$ cat src/rtl/input_feed_scheduler.sv
// Row-0 read sequencer for the systolic input skew chain; optional stall counter under FEED_PERF_CNT_EN.
// read follows array_ready with no delay; a stall freezes counters, while DRAIN runs regardless of array_ready.
module input_feed_scheduler #(
    parameter int SYS_ROWS = 4,
    parameter int LEN_W    = 16,
    parameter int TILE_W   = 8
) (
    input  logic              clk,
    input  logic              rst,
    input  logic              start,
    input  logic [LEN_W-1:0]  cfg_len,
    input  logic [TILE_W-1:0] cfg_tiles,
    input  logic              array_ready,
    output logic              read,
    output logic              busy,
    output logic              tile_done,
    output logic [TILE_W-1:0] tile_idx,
    output logic              done,
    output logic              cfg_err,
    output logic [31:0]       stall_cycles
);

    typedef enum logic [1:0] {
        S_IDLE,
        S_STREAM,
        S_DRAIN,
        S_DONE
    } state_t;

    // With one or two rows the skew chain needs only a single drain cycle.
    localparam logic [15:0] DRAIN_LAST = (SYS_ROWS > 2) ? 16'(SYS_ROWS - 2) : 16'd0;

    state_t            state_q, state_d;
    logic [LEN_W-1:0]  len_q, len_d;
    logic [TILE_W-1:0] tiles_q, tiles_d;
    logic [LEN_W-1:0]  word_cnt_q, word_cnt_d;
    logic [15:0]       drain_cnt_q, drain_cnt_d;
    logic [TILE_W-1:0] tile_idx_q, tile_idx_d;
    logic              busy_q, busy_d;
    logic              cfg_err_q, cfg_err_d;
    logic              start_ok;
    logic              drain_end;

    assign read      = (state_q == S_STREAM) && array_ready;
    assign drain_end = (state_q == S_DRAIN) && (drain_cnt_q == DRAIN_LAST);
    assign start_ok  = (state_q == S_IDLE) && start && (cfg_len != '0) && (cfg_tiles != '0);

    always_comb begin
        state_d     = state_q;
        len_d       = len_q;
        tiles_d     = tiles_q;
        word_cnt_d  = word_cnt_q;
        drain_cnt_d = drain_cnt_q;
        tile_idx_d  = tile_idx_q;
        cfg_err_d   = 1'b0;
        case (state_q)
            S_IDLE: begin
                if (start) begin
                    if ((cfg_len == '0) || (cfg_tiles == '0)) begin
                        cfg_err_d = 1'b1;
                    end else begin
                        len_d      = cfg_len;
                        tiles_d    = cfg_tiles;
                        word_cnt_d = '0;
                        tile_idx_d = '0;
                        state_d    = S_STREAM;
                    end
                end
            end
            S_STREAM: begin
                if (read) begin
                    if (word_cnt_q == len_q - LEN_W'(1)) begin
                        drain_cnt_d = '0;
                        state_d     = S_DRAIN;
                    end else begin
                        word_cnt_d = word_cnt_q + LEN_W'(1);
                    end
                end
            end
            S_DRAIN: begin
                drain_cnt_d = drain_cnt_q + 16'd1;
                if (drain_end) begin
                    if (tile_idx_q == tiles_q - TILE_W'(1)) begin
                        state_d = S_DONE;
                    end else begin
                        tile_idx_d = tile_idx_q + TILE_W'(1);
                        word_cnt_d = '0;
                        state_d    = S_STREAM;
                    end
                end
            end
            S_DONE: begin
                state_d = S_IDLE;
            end
            default: begin
                state_d = S_IDLE;
            end
        endcase
        busy_d = (state_d != S_IDLE);
    end

    always_ff @(posedge clk) begin
        if (rst) begin
            state_q     <= S_IDLE;
            len_q       <= '0;
            tiles_q     <= '0;
            word_cnt_q  <= '0;
            drain_cnt_q <= '0;
            tile_idx_q  <= '0;
            busy_q      <= 1'b0;
            cfg_err_q   <= 1'b0;
        end else begin
            state_q     <= state_d;
            len_q       <= len_d;
            tiles_q     <= tiles_d;
            word_cnt_q  <= word_cnt_d;
            drain_cnt_q <= drain_cnt_d;
            tile_idx_q  <= tile_idx_d;
            busy_q      <= busy_d;
            cfg_err_q   <= cfg_err_d;
        end
    end

`ifdef FEED_PERF_CNT_EN
    logic [31:0] stall_q, stall_d;

    always_comb begin
        stall_d = stall_q;
        if (start_ok) begin
            stall_d = '0;
        end else if ((state_q == S_STREAM) && !array_ready && (stall_q != 32'hFFFF_FFFF)) begin
            stall_d = stall_q + 32'd1;
        end
    end

    always_ff @(posedge clk) begin
        if (rst) begin
            stall_q <= '0;
        end else begin
            stall_q <= stall_d;
        end
    end

    assign stall_cycles = stall_q;
`else
    assign stall_cycles = 32'd0;
`endif

    assign busy      = busy_q;
    assign tile_done = drain_end;
    assign tile_idx  = tile_idx_q;
    assign done      = (state_q == S_DONE);
    assign cfg_err   = cfg_err_q;

endmodule

$ cat config.mk
export PLATFORM = sky130hd
export DESIGN_NAME = input_feed_scheduler
export DESIGN_NICKNAME = d
export VERILOG_FILES = /design/src/rtl/input_feed_scheduler.sv
export SDC_FILE = /design/constraint.sdc
export NUM_CORES = 1
export LEC_CHECK = 0
export CAP_MARGIN = 20
export CORE_MARGIN = 5
export CORE_UTILIZATION = 64
export DETAILED_ROUTE_END_ITERATION = 16
export DONT_BUFFER_PORTS = 1
export PLACE_DENSITY = 0.78
export SLEW_MARGIN = 20
export SYNTH_ARGS = -nofsm -noshare
export SYNTH_HDL_FRONTEND = slang
export SYNTH_SLANG_ARGS = --single-unit
export TNS_END_PERCENT = 5
$ cat constraint.sdc
create_clock -name clk -period 3.6 [get_ports clk]
set_clock_uncertainty 0.15 [all_clocks]
set_input_delay 0.36 -clock clk [delete_from_list [all_inputs] [get_ports clk]]
set_output_delay 0.36 -clock clk [all_outputs]
set_load 0.01 [all_outputs]
# Word-level counts from Yosys, hierarchy flattened
# Cells that the tools add are included.
dict set report word_totals {
  out_inout_bits 45
  ff_bits 68
  input_bits 28
  elab_cells 67
}
dict set report op_classes {
  n_reduce_logical 15
  eq_ne 13
  add_sub_neg 5
  n_mux 23
  bitwise_logic 3
}
# cell count
set ops {}
lappend ops {{16-bit 2-to-1 mux} 8}
lappend ops {{16-bit one-hot mux with 3 select lines} 1}
lappend ops {{16-bit by 1-bit adder with 16-bit output, second input constant} 2}
lappend ops {{8-bit 2-to-1 mux} 4}
lappend ops {{16-bit one-hot mux with 2 select lines} 1}
lappend ops {{16-bit equality test} 1}
lappend ops {{16-bit by 2-bit equality test with 1-bit output, second input constant} 1}
lappend ops {{16-bit logical NOT} 1}
lappend ops {{8-bit one-hot mux with 2 select lines} 1}
lappend ops {{16-bit by 1-bit subtractor with 16-bit output, second input constant} 1}
lappend ops {{2-bit 2-to-1 mux} 6}
lappend ops {{2-bit != test, second input constant} 6}
lappend ops {{8-bit by 1-bit adder with 8-bit output, second input constant} 1}
lappend ops {{8-bit equality test} 1}
lappend ops {{8-bit logical NOT} 1}
lappend ops {{2-bit one-hot mux with 4 select lines} 1}
lappend ops {{8-bit by 1-bit subtractor with 8-bit output, second input constant} 1}
lappend ops {{7-bit AND reduction} 1}
lappend ops {{3-bit AND reduction} 2}
lappend ops {{2-bit nonzero test} 3}
lappend ops {{5-bit AND reduction} 1}
lappend ops {{2-bit equality test, second input constant} 2}
lappend ops {{1-bit inverter} 3}
lappend ops {{3-bit nonzero test} 1}
lappend ops {{other kinds (7)} 8}

# Logic depth before layout (Yosys ltp)
dict set report depth {
  word_depth 6
  mapped_depth 14
  ltp_nobuf 10
}

# Worst setup path after synthesis
# OpenSTA, ideal clock, no wires.
dict set report synth_timing {
  kind {reg-to-reg}
  startpoint {register len_q[0]}
  endpoint {register word_cnt_q[11]}
  synth_period_minus_slack_ns 3.171
  setup_time_ns 0.115
  required_time_ns 3.335
  n_path_buf 3
  slack_ns 0.429
  arrival_time_ns 2.906
  path_stages_with_launch 14
  path_cell_list {dfxtp_1 > buf_6 > inv_1 > ha_1 > or3b_1 > clkbuf_1 > or4_1 > o311ai_1 > o2111ai_1 > nor4_4 > or2_1 > buf_2 > nor4_1 > o21a_1}
}
dict set report synth_between {
  elab_chain_len 4
}
# element line
set synth_rtl {}
lappend synth_rtl {{start: declaration} 34} ;# logic [LEN_W-1:0] len_q, len_d;
lappend synth_rtl {{start signal: assignment} 114} ;# len_q <= len_d;
lappend synth_rtl {{16-bit by 1-bit subtractor with 16-bit output} 72} ;# if (word_cnt_q == len_q - LEN_W'(1)) begin
lappend synth_rtl {{16-bit equality test} 72}
lappend synth_rtl {{2-bit != test (no line)} --}
lappend synth_rtl {{7-bit AND reduction (no line)} --}
lappend synth_rtl {{end signal: assignment} 116} ;# word_cnt_q <= word_cnt_d;
lappend synth_rtl {{end: declaration} 36} ;# logic [LEN_W-1:0] word_cnt_q, word_cnt_d;
# No other way between the ends.
# A chain may end at the register's enable or synchronous reset.

# Worst setup path in the final report
dict set report layout_timing {
  startpoint {register len_q[0]}
  endpoint {register drain_cnt_q[10]}
}
dict set report layout_between {
  elab_chain_len 4
}
# element line
set layout_rtl {}
lappend layout_rtl {{16-bit by 1-bit subtractor with 16-bit output} 72}
lappend layout_rtl {{16-bit equality test} 72}
lappend layout_rtl {{2-bit by 1-bit != test with 1-bit output (no line)} --}
lappend layout_rtl {{3-bit AND reduction (no line)} --}
lappend layout_rtl {{end signal: assignment} 117} ;# drain_cnt_q <= drain_cnt_d;
lappend layout_rtl {{end: declaration} 37} ;# logic [15:0] drain_cnt_q, drain_cnt_d;
# No other way between the ends.

==> impl_metrics.tcl <==
set metrics [dict create \
    synth_flop_cell "dfxtp_1" \
    synth.distinct_cells 62 \
    placed_cells 567 \
    finalNonFillerCells 589 \
    rr_worst_depth 10 \
    crit_arrival_ns 3.58 \
    setup_tns_ns 0 \
    drtAntennaViolNets 0 \
    drtPass1Iterations 5 \
    reg2reg_to "drain_cnt_q[10]" \
    worstPathMaxFanout 13 \
    grt_pass1_vias 3205 \
    path_cells "inv_1 > ha_1 > or3b_4 > or4_1 > o311ai_1 > o22ai_1 > nor4_4 > a21oi_4 > or4_1 > a21oi_1" \
    synth_top_area_share_pct 32.3 \
    place_congestion 0.888 \
    yosys_warnings 0 \
    criticalPathCategory "flop to flop" \
    internal_power_w 0.00129 \
    cpPeakStageDelay_ns 0.56 \
    slew_violations 0 \
    postSynthCellCount 511 \
    setup.worst_path.end "drain_cnt_q[10]" \
    grt_antenna_before_repair 0 \
    chipWidth_um 91.2 \
    core-area_um2 6390 \
    die_h_um 91.2 \
    reg2reg_slack_ns 0.13 \
    drt_wl_total_mm 9.29 \
    htree_levels 3 \
    synth-seq-area-share_pct 32.3 \
    hold_viol_final 0 \
    status "completed" \
    power_density_nw_per_um2 399 \
    die_area_um2 8310 \
    p_leak_nw 1.66 \
    worst_pin_slew_ns 0.627 \
    dr_total_vias 3602 \
    peakVddDrop_mv 0.299 \
    port_buffers 0 \
    track_usage_pct 21.2 \
    total_power_w 0.00175 \
    holdWs_ns 0.0142 \
    synth_edf_count 0 \
    worst_ep_required_time_ns 3.72 \
    clkSinkCount 68 \
    dp_hpwl_mm 6.61 \
    cap_violations 0 \
    synth_area_um2 4220 \
    cts_buffers 9 \
    num_antenna_cells 0 \
    nets 541 \
    reg2reg_from "len_q[0]" \
    start_util_pct 66.0 \
    wire_per_inst_um 15.8 \
    clock_path_buffers 2 \
    detail_route.iter0.violations 163 \
    power_frac_comb_pct 14.5 \
    finalSetupViolCount 0 \
    avgSynthCellArea_um2 8.25 \
    synth.most_common_cell "dfxtp_1" \
    grt_pass1_wl_mm 14.9 \
    synth_commonest_cells "68 x dfxtp_1, 65 x nor2_1, 34 x buf_4" \
    rsz0062_at_grt "false" \
    fin_crit_ns 3.47 \
    vias_per_cell 6.12 \
    cts_tree "done" \
    drive_gt1_share_pct 7.81 \
    area_growth_pct 4.24 \
    path_clk_slew_ns 0.07 \
    path_common_cell "or4_1" \
    synth_top_area_cell "dfxtp_1" \
    power_frac_clock_pct 39.7 \
    io_pins 73 \
    holdCritStartpoint "cfg_len[12]" \
    clk_latency_ns 0.34 \
    cts-root-buf "clkbuf_8" \
    startpoint_type "flop" \
    drc 0 \
    relSlewSlack_pct 58.0 \
    ys_seq_elements 68 \
    min_period_over_period_pct 96.3 \
    endpoint_kind "flop" \
    p_seq_share_pct 45.8 \
    hp-class "primary input to flop" \
    crit_slowest_cell "or4_1" \
    p_sw_share_pct 26.6 \
    grt_max_degree 34 \
    fp-row-count 29 \
    synth_area_leaders "dfxtp_1 32%, mux2i_1 6.2%, buf_4 6.1%" \
    final_util_pct 68.8 \
    max_clock_freq_ghz 0.288 \
    cp-startpoint "len_q[0]" \
    synthArstFlopShare_pct 0 \
    power.switching_w 0.000467 \
    grt.overflow.total 0 \
]
## critical path, delay by kind of cell, from the launching register on
family | cells | cell delay [ns]
buf+inv | 1 | 0.09
compound gates | 4 | 0.64
simple gates | 4 | 1.92
flops | 1 | 0.39
fa+ha+maj | 1 | 0.20
## stage by stage
stage,setup slack (ns),area (um2)
3_5_place_dp,0.0864,4100
5_1_grt,0.0494,4390
4_1_cts,0.0858,4360
6_report,0.134,4390
3_3_place_gp,0.206,4100
2_1_floorplan,0.429,4330
## how the worst min path moves through the flow
stage                      endpoint  cells after the start
floorplan           drain_cnt_q[10]                      2
global route             tiles_q[1]                      2
CTS                        len_q[4]                      2
detailed placement    word_cnt_q[1]                      1
finish                    len_q[12]                      2
global placement      word_cnt_q[1]                      1
## cell usage in the layout (no fill, tap or decap), drive strengths merged, types with 4 or more instances in the layout
cell type / count
a21oi: 25
and2: 6
and3: 10
buf: 8
clkbuf: 12
conb: 32
dfxtp: 68
ha: 6
inv: 9
mux2i: 26
nand2: 30
nand3: 20
nand4: 12
nor2: 65
nor3: 16
nor4: 19
o2111ai: 4
o21ai: 9
o31ai: 9
or2: 4
or3: 8
or4: 18
xnor2: 29
xor2: 15
## repair_timing
item / CTS / global route
setup buffers: 0 / 2
endpoints found under the setup margin: 0 / 7
resized for setup: 0 / 2
hold endpoints to repair: 34 / 0
hold buffers: 3 / 0
## kinds of logic (layout without fill, tap and decap cells)
| logic type | after synthesis | count (layout) | share of synthesized area, % |
|---|---|---|---|
| AND/OR/NAND/NOR | 232 | 232 | 30.1 |
| AO/OA/AOI/OAI | 68 | 69 | 11.0 |
| flip-flops | 68 | 68 | 32.3 |
| buffers and inverters | 66 | 35 | 9.41 |
| XOR/XNOR | 44 | 44 | 9.14 |
| multiplexers | 26 | 26 | 6.17 |
| adder cells (fa/ha/maj) | 6 | 6 | 1.78 |
| other | 1 | 32 | 0.0890 |
## registers in the layout, indices dropped and copies added, names as in the netlist
register / flops
busy: 1
state_q: 2
word_cnt_q: 16
tiles_q: 8
drain_cnt_q: 16
cfg_err: 1
len_q: 16
tile_idx: 8
## layer usage
metal  up-vias  global-route usage (%)  part of all wire, %
met1      1683                    28.7                   46
li1       1786                       -                    -
met2       124                    32.8                   46
met5         -                       0                    0
met3         9                    6.78                  7.3
met4         0                    5.62                 0.87
## power by group through the flow
stage / logic, W / clock network, W / registers [W]
finish: 0.000255 / 0.000696 / 0.000802
global route: 0.000281 / 0.000738 / 0.000806
global placement: 0.000231 / 0 / 0.000818
CTS: 0.000249 / 0.000707 / 0.000801
detailed placement: 0.000237 / 0 / 0.000819
floorplan: 0.000244 / 0 / 0.000805
## layout make-up
| type | instances | area [um2] |
|---|---|---|
| clock buffer | 12 | 145 |
| clock inverter | 4 | 72.6 |
| fill | 536 | 1990 |
| inverter | 9 | 33.8 |
| multi-input combinational | 409 | 2590 |
| sequential | 68 | 1360 |
| tap | 77 | 96.3 |
| timing repair buffer | 10 | 92.6 |
Note: power is estimated with default switching activity, not from simulation.
